===== src/rtl/multicycle_pkg.sv =====
// Shared types and encodings for the multicycle RV64 control path.
// The ALU encoding is common with the single-cycle ControlUnit.
package multicycle_pkg;

  typedef enum logic [2:0] {FETCH, DECODE, EXECUTE, MEM, WRITEBACK, TRAP} state_t;

  localparam logic [6:0] OP        = 7'b0110011;
  localparam logic [6:0] OP_IMM    = 7'b0010011;
  localparam logic [6:0] LOAD      = 7'b0000011;
  localparam logic [6:0] STORE     = 7'b0100011;
  localparam logic [6:0] BRANCH    = 7'b1100011;
  localparam logic [6:0] JAL       = 7'b1101111;
  localparam logic [6:0] JALR_OP   = 7'b1100111;
  localparam logic [6:0] LUI       = 7'b0110111;
  localparam logic [6:0] AUIPC     = 7'b0010111;
  localparam logic [6:0] OP_IMM_32 = 7'b0011011;
  localparam logic [6:0] OP_32     = 7'b0111011;

  localparam logic [3:0] ALU_ADD  = 4'd0;
  localparam logic [3:0] ALU_SUB  = 4'd1;
  localparam logic [3:0] ALU_AND  = 4'd2;
  localparam logic [3:0] ALU_OR   = 4'd3;
  localparam logic [3:0] ALU_XOR  = 4'd4;
  localparam logic [3:0] ALU_SLL  = 4'd5;
  localparam logic [3:0] ALU_SRL  = 4'd6;
  localparam logic [3:0] ALU_SRA  = 4'd7;
  localparam logic [3:0] ALU_SLT  = 4'd8;
  localparam logic [3:0] ALU_SLTU = 4'd9;

  // srcA: rs1 / PC / zero (LUI); writeback: ALU / memory / PC+4
  localparam logic [1:0] SRCA_RS1  = 2'd0;
  localparam logic [1:0] SRCA_PC   = 2'd1;
  localparam logic [1:0] SRCA_ZERO = 2'd2;
  localparam logic [1:0] WB_ALU    = 2'd0;
  localparam logic [1:0] WB_MEM    = 2'd1;
  localparam logic [1:0] WB_PC4    = 2'd2;

  localparam logic [1:0] TRAP_NONE    = 2'd0;
  localparam logic [1:0] TRAP_ILLEGAL = 2'd1;
  localparam logic [1:0] TRAP_IMEM    = 2'd2;
  localparam logic [1:0] TRAP_DMEM    = 2'd3;

  typedef struct packed {
    logic [3:0] alu_control;
    logic [1:0] sel_src_a;
    logic       sel_src_b;
    logic [1:0] sel_writeback;
    logic       word;
    logic       load;
    logic       store;
    logic       branch;
    logic       jump;
    logic       jalr;
  } decode_t;

  // Carry=1 means no borrow, so unsigned less-than is !Carry
  function automatic logic branch_taken(input logic [2:0] funct3, input logic z,
                                        input logic n, input logic c, input logic v);
    case (funct3)
      3'b000:  return z;
      3'b001:  return !z;
      3'b100:  return n ^ v;
      3'b101:  return !(n ^ v);
      3'b110:  return !c;
      3'b111:  return c;
      default: return 1'b0;
    endcase
  endfunction

endpackage


===== src/rtl/multicycle_sequencer_decode_rom.sv =====
// Combinational instruction decode: opcode/funct3/instr[30] to datapath controls.
// The 32-bit word ops are only legal in a 64-bit build.
module decode_rom
  import multicycle_pkg::*;
#(
  parameter int N = 64
) (
  input  logic [6:0] opcode,
  input  logic [2:0] funct3,
  input  logic       funct7,
  output decode_t    dec,
  output logic       legal
);

  logic [3:0] alu_op;

  always_comb begin
    case (funct3)
      3'b000:  alu_op = ALU_ADD;
      3'b001:  alu_op = ALU_SLL;
      3'b010:  alu_op = ALU_SLT;
      3'b011:  alu_op = ALU_SLTU;
      3'b100:  alu_op = ALU_XOR;
      3'b101:  alu_op = funct7 ? ALU_SRA : ALU_SRL;
      3'b110:  alu_op = ALU_OR;
      default: alu_op = ALU_AND;
    endcase
  end

  always_comb begin
    dec   = '0;
    legal = 1'b1;
    case (opcode)
      OP: dec.alu_control = (funct3 == 3'b000 && funct7) ? ALU_SUB : alu_op;
      OP_32: begin
        legal           = (N == 64);
        dec.word        = 1'b1;
        dec.alu_control = (funct3 == 3'b000 && funct7) ? ALU_SUB : alu_op;
      end
      // For immediates instr[30] is an immediate bit except on right shifts
      OP_IMM: begin
        dec.alu_control = alu_op;
        dec.sel_src_b   = 1'b1;
      end
      OP_IMM_32: begin
        legal           = (N == 64);
        dec.word        = 1'b1;
        dec.alu_control = alu_op;
        dec.sel_src_b   = 1'b1;
      end
      LOAD: begin
        dec.sel_src_b     = 1'b1;
        dec.load          = 1'b1;
        dec.sel_writeback = WB_MEM;
      end
      STORE: begin
        dec.sel_src_b = 1'b1;
        dec.store     = 1'b1;
      end
      BRANCH: begin
        dec.alu_control = ALU_SUB;
        dec.branch      = 1'b1;
      end
      JAL: begin
        dec.sel_src_a     = SRCA_PC;
        dec.sel_src_b     = 1'b1;
        dec.sel_writeback = WB_PC4;
        dec.jump          = 1'b1;
      end
      JALR_OP: begin
        dec.sel_src_b     = 1'b1;
        dec.sel_writeback = WB_PC4;
        dec.jump          = 1'b1;
        dec.jalr          = 1'b1;
      end
      LUI: begin
        dec.sel_src_a = SRCA_ZERO;
        dec.sel_src_b = 1'b1;
      end
      AUIPC: begin
        dec.sel_src_a = SRCA_PC;
        dec.sel_src_b = 1'b1;
      end
      default: legal = 1'b0;
    endcase
  end

endmodule


===== src/rtl/multicycle_sequencer.sv =====
// Multicycle control sequencer: FETCH/DECODE/EXECUTE/MEM/WRITEBACK with
// req/ack memory handshakes, timeout traps and a retired-instruction counter.
module multicycle_sequencer
  import multicycle_pkg::*;
#(
  parameter int N           = 64,
  parameter int MEM_TIMEOUT = 16,
  parameter int CNT_W       = 32
) (
  input  logic             clk,
  input  logic             rst,
  input  logic [6:0]       opcode,
  input  logic [2:0]       funct3,
  input  logic             funct7,
  input  logic             Zero,
  input  logic             Negative,
  input  logic             Carry,
  input  logic             Overflow,
  input  logic             imem_ack,
  input  logic             dmem_ack,
  output logic             imem_req,
  output logic             dmem_req,
  output logic             dmem_we,
  output logic             ir_we,
  output logic             pc_we,
  output logic             regWriteEnable,
  output logic             load,
  output logic             store,
  output logic             word,
  output logic [3:0]       ALUControl,
  output logic             JALR,
  output logic             sel_mux_pcnext,
  output logic             sel_mux_srcB,
  output logic [1:0]       sel_mux_srcA,
  output logic [1:0]       sel_mux_writeback,
  output logic             retired,
  output logic [CNT_W-1:0] instret,
  output logic             halted,
  output logic [1:0]       trap_cause
);

  localparam int WAIT_W = $clog2(MEM_TIMEOUT + 1);

  state_t            state_reg, state_next;
  decode_t           dec_rom, dec_reg;
  logic              rom_legal;
  logic [2:0]        funct3_reg;
  logic [WAIT_W-1:0] wait_reg, wait_next;
  logic [1:0]        cause_reg, cause_next;
  logic [CNT_W-1:0]  instret_reg;
  logic              wait_expired;
  logic              bad_branch;

  decode_rom #(.N(N)) u_decode_rom (
    .opcode (opcode),
    .funct3 (funct3),
    .funct7 (funct7),
    .dec    (dec_rom),
    .legal  (rom_legal)
  );

  assign wait_expired = (wait_reg == WAIT_W'(MEM_TIMEOUT - 1));
  assign bad_branch   = (funct3_reg[2:1] == 2'b01);

  always_ff @(posedge clk or negedge rst) begin
    if (!rst) begin
      state_reg   <= FETCH;
      dec_reg     <= '0;
      funct3_reg  <= '0;
      wait_reg    <= '0;
      cause_reg   <= TRAP_NONE;
      instret_reg <= '0;
    end else begin
      state_reg <= state_next;
      wait_reg  <= wait_next;
      cause_reg <= cause_next;
      if (state_next == TRAP) begin
        dec_reg <= '0;
      end else if (state_reg == DECODE) begin
        dec_reg    <= dec_rom;
        funct3_reg <= funct3;
      end
      if (retired) instret_reg <= instret_reg + 1'b1;
    end
  end

  always_comb begin
    state_next     = state_reg;
    wait_next      = wait_reg;
    cause_next     = cause_reg;
    imem_req       = 1'b0;
    ir_we          = 1'b0;
    dmem_req       = 1'b0;
    dmem_we        = 1'b0;
    pc_we          = 1'b0;
    regWriteEnable = 1'b0;
    retired        = 1'b0;
    sel_mux_pcnext = 1'b0;
    case (state_reg)
      FETCH: begin
        // Reset parks the state in FETCH, so the request is masked until release
        imem_req = rst;
        ir_we    = rst & imem_ack;
        if (imem_ack) begin
          wait_next  = '0;
          state_next = DECODE;
        end else if (wait_expired) begin
          wait_next  = '0;
          cause_next = TRAP_IMEM;
          state_next = TRAP;
        end else begin
          wait_next = wait_reg + 1'b1;
        end
      end
      DECODE: begin
        if (rom_legal) begin
          state_next = EXECUTE;
        end else begin
          cause_next = TRAP_ILLEGAL;
          state_next = TRAP;
        end
      end
      EXECUTE: begin
        if (dec_reg.branch) begin
          if (bad_branch) begin
            cause_next = TRAP_ILLEGAL;
            state_next = TRAP;
          end else begin
            pc_we          = 1'b1;
            retired        = 1'b1;
            sel_mux_pcnext = branch_taken(funct3_reg, Zero, Negative, Carry, Overflow);
            state_next     = FETCH;
          end
        end else if (dec_reg.load || dec_reg.store) begin
          state_next = MEM;
        end else begin
          state_next = WRITEBACK;
        end
      end
      MEM: begin
        dmem_req = 1'b1;
        dmem_we  = dec_reg.store;
        if (dmem_ack) begin
          wait_next = '0;
          if (dec_reg.store) begin
            pc_we      = 1'b1;
            retired    = 1'b1;
            state_next = FETCH;
          end else begin
            state_next = WRITEBACK;
          end
        end else if (wait_expired) begin
          wait_next  = '0;
          cause_next = TRAP_DMEM;
          state_next = TRAP;
        end else begin
          wait_next = wait_reg + 1'b1;
        end
      end
      WRITEBACK: begin
        regWriteEnable = 1'b1;
        pc_we          = 1'b1;
        retired        = 1'b1;
        sel_mux_pcnext = dec_reg.jump;
        state_next     = FETCH;
      end
      TRAP: state_next = TRAP;
      default: state_next = FETCH;
    endcase
  end

  assign load              = dec_reg.load;
  assign store             = dec_reg.store;
  assign word              = dec_reg.word;
  assign ALUControl        = dec_reg.alu_control;
  assign JALR              = dec_reg.jalr;
  assign sel_mux_srcA      = dec_reg.sel_src_a;
  assign sel_mux_srcB      = dec_reg.sel_src_b;
  assign sel_mux_writeback = dec_reg.sel_writeback;
  assign instret           = instret_reg;
  assign halted            = (state_reg == TRAP);
  assign trap_cause        = cause_reg;

endmodule


===== config.mk =====
export PLATFORM = sky130hd
export DESIGN_NAME = multicycle_sequencer
export DESIGN_NICKNAME = d
export VERILOG_FILES = /design/src/rtl/multicycle_pkg.sv /design/src/rtl/multicycle_sequencer_decode_rom.sv /design/src/rtl/multicycle_sequencer.sv
export SDC_FILE = /design/constraint.sdc
export NUM_CORES = 1
export LEC_CHECK = 0
export BUFFER_PORTS_ARGS = -buffer_cell sky130_fd_sc_hd__buf_2
export CORE_MARGIN = 5
export CORE_UTILIZATION = 25
export CTS_CLUSTER_DIAMETER = 80
export DETAILED_ROUTE_END_ITERATION = 16
export MAX_ROUTING_LAYER = met4
export PLACE_DENSITY_LB_ADDON = 0.15
export RECOVER_POWER = 50
export SLEW_MARGIN = 10
export SYNTH_ARGS = -nofsm -noshare
export SYNTH_HDL_FRONTEND = slang
export SYNTH_SLANG_ARGS = --single-unit

===== constraint.sdc =====
create_clock -name clk -period 1.8 [get_ports clk]
set_clock_uncertainty 0.1 [all_clocks]
set_input_delay 0.36 -clock clk [delete_from_list [all_inputs] [get_ports clk]]
set_output_delay 0.36 -clock clk [all_outputs]
set_load 0.1 [all_outputs]

; ---- Word level (Yosys, flattened, before mapping)
; Cells that the tools add are included.
[word_totals]
elab_cells = 128
ff_bits = 60
[op_classes]
n_mux = 51
addsub = 2
eq_ne = 37
n_reduce_logical = 20
bitwise = 3
[ops]
columns = cell, count
row1 = 32-bit by 1-bit adder with 32-bit output (second input constant), 1
row2 = 3-bit equality test (second input constant), 10
row3 = 15-bit 2-to-1 mux, 2
row4 = 7-bit by 6-bit equality test with 1-bit output (second input constant), 4
row5 = 4-bit one-hot mux with 7 select lines, 1
row6 = 3-bit 2-to-1 mux, 8
row7 = 7-bit by 5-bit equality test with 1-bit output (second input constant), 3
row8 = 7-bit equality test (second input constant), 3
row9 = 1-bit 2-to-1 mux, 20
row10 = 5-bit 2-to-1 mux, 3
row11 = 3-bit one-hot mux with 5 select lines, 1
row12 = 2-bit 2-to-1 mux, 7
row13 = 2-bit != test (second input constant), 7
row14 = 3-bit by 2-bit equality test with 1-bit output (second input constant), 4
row15 = 4-bit one-hot mux with 3 select lines, 1
row16 = 11-bit OR reduction, 1
row17 = 5-bit one-hot mux with 2 select lines, 1
row18 = 2-bit OR reduction, 5
row19 = 3-bit by 1-bit equality test with 1-bit output (second input constant), 3
row20 = 3-bit zero test, 3
row21 = 2-bit one-hot mux with 2 select lines, 2
row22 = 2-bit one-hot mux with 4 select lines, 1
row23 = 8-bit AND reduction, 1
row24 = 8-bit OR reduction, 1
row25 = 17 further kinds, 20

; ---- Longest topological paths before layout
[logic_depth]
depth_word = 8
depth_mapped = 8
mapped_depth_nobuf = 6

; ---- Modules after synthesis
; A second synthesis with hierarchy kept.
[hier_totals]
hier_cells = 354
hier_area_um2 = 3459.6
[modules_own_cells]
columns = module, cells_each, seq_area_each_um2, area_each_um2, n_inst
row1 = multicycle_sequencer, 304, 1501.4, 3139.3, 1
row2 = decode_rom, 50, 0.0, 320.3, 1

; ---- Worst setup path before layout
; OpenSTA, ideal clock, no wires.
[synth_timing]
path_type = register -> output
start = register state_reg[0]
end = output retired
n_path_buf = 1
stages_incl_launch_ff = 5
arrival_time_ns = 3.200
path_slack_ns = -1.860
cell_sequence = dfrtp_1 > nor3b_2 > a31oi_4 > nand2_1 > buf_4
[synth_via]
elab_chain_len = 2
word_cells_on_any_way = 4
classes_between = eq/ne (3) / mux (1)
[synth_rtl]
columns = element, line_no
row1 = "start, declared", multicycle_sequencer.sv:44  ; state_t state_reg, state_next;
row2 = "start signal, assigned", multicycle_sequencer.sv:74  ; state_reg <= state_next;
row3 = 3-bit equality test or 3-bit by 2-bit equality test with 1-bit output (tied branches), --
row4 = 1-bit one-hot mux with 3 select lines *, --
row5 = "end, declared", multicycle_sequencer.sv:36  ; output logic retired,
; Mark *: on every way between the ends. The rest lies on a longest branch, timed or not.

; ---- Final worst setup path
[layout_timing]
start = register state_reg[0]
end = output sel_mux_pcnext
[layout_via]
elab_chain_len = 2
word_cells_on_any_way = 3
classes_between = eq/ne (2) / mux (1)
[layout_rtl]
columns = element, line_no
row1 = 3-bit equality test or 3-bit by 2-bit equality test with 1-bit output (tied branches), multicycle_sequencer.sv:99  ; case (state_reg)
row2 = 1-bit one-hot mux with 2 select lines *, multicycle_sequencer.sv:99
row3 = "end, declared", multicycle_sequencer.sv:32  ; output logic sel_mux_pcnext,
; Marked as above.

==> Flow_metrics.wiki <==
{| class="wikitable"
! Metric !! Value
|-
| Outcome || finished with violations
|-
| Failing checks || setup timing
|-
| Most used cells in the layout excluding fill and tap cells || sky130_fd_sc_hd__buf_2 (62), sky130_fd_sc_hd__buf_4 (60), sky130_fd_sc_hd__dfrtp_1 (54)
|-
| Critical Path End Type || primary output
|-
| Gate count of the mapped netlist || 299
|-
| Mean instance size in the synthesized netlist || 10.4 um2
|-
| Starting density of the core || 0.257
|-
| Number of placement rows || 40
|-
| PD cells || 1380 nW/um2
|-
| Final-report max-slew violation count || 0
|-
| Fin nets || 469
|-
| Final worst slack || -269 ps
|-
| Max-Cap Viols || 0
|-
| Number of global-route vias before repair || 2,919
|-
| Post-synthesis sequential area ratio || 0.474
|-
| Leakage power || 2.32 nW
|-
| Placed inst area || 4280 um2
|-
| Total inserted antenna cells || 0
|-
| EDFF count, synth || 0
|-
| Final period utilization || 1.15
|-
| Unrepaired setup endpoints after global routing || true
|-
| Port Buffer Count || 74
|-
| WHS Path Cells || 3
|-
| Ports || 75
|-
| Portion of total power attributed to sequential cells || 0.243
|-
| Via count || 2,763
|-
| Core Region || 12,100 um2
|-
| Multi-input gate area || 1770 um2
|-
| Number of H-tree levels || 3
|-
| Clock power frac || 0.246
|-
| Final antenna-violating net count || 0
|-
| Summed area of non-filler cells in the final layout || 4990 um2
|-
| Die area || 14,800 um2
|-
| Seq. cell area || 1490 um2
|-
| Total overflow reported by the global router || 0
|-
| First-pass GRT wire length || 14.4 mm
|-
| Post-synthesis net count || 320
|-
| CP Data Arrival Time || 1610 ps
|-
| TritonCTS clock tree || yes
|-
| Max reg flops || 32
|-
| Number of synthesis warnings || 0
|-
| Clock slew at the register clock pins of the worst setup and hold paths || 50 ps
|-
| Worst supply voltage drop on vdd || 1330 uV
|-
| Floorplan die width || 122 um
|-
| Delay of the slowest cell on the worst path || 430 ps
|-
| Transition at the pin with the smallest max-transition slack || 1380 ps
|-
| Antenna violations before repair || 0
|-
| Routability cong. || 0.848
|-
| Clk sink count || 59
|-
| Startpoint-to-endpoint class of the critical path || reg2out
|-
| Type of element launching the critical path || register
|-
| P_sw || 0.00295 W
|-
| Leading register cell type out of synthesis || sky130_fd_sc_hd__dfrtp_1
|-
| R2R depth || 6
|-
| Most frequent standard cell in the layout excluding fill and tap cells || sky130_fd_sc_hd__buf_2
|-
| Internal portion of total power || 0.00396 W
|-
| First-iteration detailed-routing DRC count || 93
|-
| Share of total power in combinational logic || 0.511
|-
| Count of endpoints failing hold in the final timing report || 0
|-
| Cells along the critical path || and4bb_2 > nand2_4 > buf_6 > o21ai_4 > buf_12
|-
| First-pass iteration count of the detailed router || 4
|-
| Net switching fraction of the power || 0.426
|-
| Number of buffers added by the clock tree synthesis step || 9
|-
| Count of distinct cell types in the synthesized netlist || 58
|-
| WL final || 8.87 mm
|-
| Tightest slew margin relative to the limit || 0.0810
|-
| Maximum root-to-sink buffer count || 2
|-
| Root cell of the clock tree || sky130_fd_sc_hd__clkbuf_16
|-
| Post-Synthesis Cell Area || 3110 um2
|-
| Fmax || 0.483 GHz
|-
| Utilization of the core after routing || 0.412
|-
| Share of layout cells above drive strength 1 || 0.514
|-
| Latest clock arrival within the worst-skew pair || 320 ps
|-
| Largest net degree at the start of global routing || 60
|-
| Hold-fix buffers at CTS || 0
|-
| Hold_ws || 230 ps
|-
| Synthesis-to-layout area growth || 60.4%
|-
| Detail-routed net length per standard cell || 14.3 um
|-
| HPWL reported at the end of detailed placement || 6.50 mm
|-
| Type of the worst min-delay path || in2reg
|-
| Routed vias/inst || 4.45
|-
| Final period demand of the worst path || 2070 ps
|-
| Async set-or-reset flop fraction in the synthesized netlist || 1.00
|-
| Number of fill cells || 1,209
|-
| Drt drc || 0
|-
| Flop and latch count out of synthesis || 59
|-
| Worst-path cell with the longest stage delay || sky130_fd_sc_hd__dfrtp_2
|-
| Vertical extent of the die || 122 um
|-
| Max Fanout on Critical Path || 4
|-
| Final setup violation count || 34
|-
| Total routing resource utilization after global routing || 0.126
|-
| Data required time at the worst endpoint || 1340 ps
|}
-- cells by family (layout without fill, tap and decap cells) --
logic type / after synthesis / count (layout) / synth area share
buf+inv: 26 / 180 / 0.0478
simple gates: 119 / 119 / 0.219
mux: 5 / 5 / 0.0177
compound gates: 54 / 54 / 0.138
fa+ha+maj: 2 / 2 / 0.00804
flops: 59 / 59 / 0.474
xor+xnor: 34 / 34 / 0.0957
-- final cells by class --
type / instances / area share
Clock inverter: 5 / 0.0105
Multi-Input combinational cell: 214 / 0.355
Clock buffer: 11 / 0.0486
Timing Repair Buffer: 154 / 0.238
Inverter: 10 / 0.00802
Tap cell: 168 / 0.0421
Sequential cell: 59 / 0.297
-- power by group through the flow --
stage               clock, W  sequential [W]  combinational, W
floorplan                  0         0.00239           0.00134
global placement           0         0.00170           0.00305
detailed placement         0         0.00170           0.00305
CTS                  0.00175         0.00166           0.00342
global route         0.00181         0.00171           0.00373
finish               0.00170         0.00168           0.00353
-- worst max-delay path: cells and delay by family (launching register included) --
| family | cells | cell delay, ps |
|---|---|---|
| AOI/OAI and AO/OA | 1 | 140 |
| and+or+nand+nor | 2 | 410 |
| DFF | 1 | 430 |
| buffers and inverters | 2 | 320 |
-- worst paths after layout --
path / start / endpoint / slack (ps)
worst max-delay path: state_reg[0] / sel_mux_pcnext / -270
worst min-delay path: opcode[0] / sel_mux_srcA[0] / 230
worst max register to register: state_reg[0] / instret[31] / -210
worst min register to register: instret[31] / instret[31] / 370
max in group asynchronous: rst / store / 160
min in group asynchronous: rst / wait_reg[3] / 460
-- metrics by stage --
step / setup TNS, ps / worst slack, ps / cells / power (W)
floorplan: -22350 / -772 / 299 / 0.00374
global placement: -1880 / -109 / 588 / 0.00475
detailed placement: -2400 / -137 / 588 / 0.00475
CTS: -4000 / -276 / 620 / 0.00684
global route: -8930 / -335 / 621 / 0.00725
finish: -3780 / -269 / 621 / 0.00691
-- repair_timing --
item | in CTS | in global routing
buffers inserted | 17 | 3
setup endpoints to repair | 45 | 58
resized for setup | 45 | 27
cloned | 0 | 0
pin swaps | 24 | 12
-- Yosys cell counts, drive strengths merged (2+ instances only) --
library cell / number / area [um2]
nor2b: 2 / 12.5
clkbuf: 3 / 11.3
dfrtp: 59 / 1480
nand2: 31 / 121
xor2: 9 / 78.8
nor3: 12 / 60.1
and3: 8 / 50.1
a221oi: 2 / 17.5
o311ai: 2 / 17.5
and3b: 2 / 18.8
inv: 10 / 37.5
a31oi: 3 / 33.8
o31ai: 3 / 22.5
a32o: 2 / 20.0
a21o: 5 / 37.5
nand4: 10 / 68.8
mux2: 4 / 45.0
o2bb2ai: 5 / 43.8
or3: 2 / 12.5
buf: 13 / 100
nand3: 13 / 65.1
a21oi: 5 / 25.0
nor3b: 4 / 35.0
ha: 2 / 25.0
o21ai: 13 / 65.1
o211ai: 3 / 22.5
and2: 5 / 31.3
nor2: 14 / 62.6
and4: 4 / 35.0
xnor2: 25 / 219
nor4: 2 / 12.5
a22o: 5 / 43.8
nand2b: 4 / 25.0
-- metal layers --
| metal | wire, um | share of wire | vias to the layer above | track usage |
|---|---|---|---|---|
| li1 | - | - | 1367 | - |
| met1 | 4160 | 0.47 | 1335 | 0.162 |
| met2 | 4170 | 0.47 | 49 | 0.191 |
| met3 | 361 | 0.041 | 12 | 0.0251 |
| met4 | 180 | 0.020 | 0 | 0.0588 |
| met5 | 0 | 0 | - | - |
No activity file was read; power rests on OpenSTA's default activity.
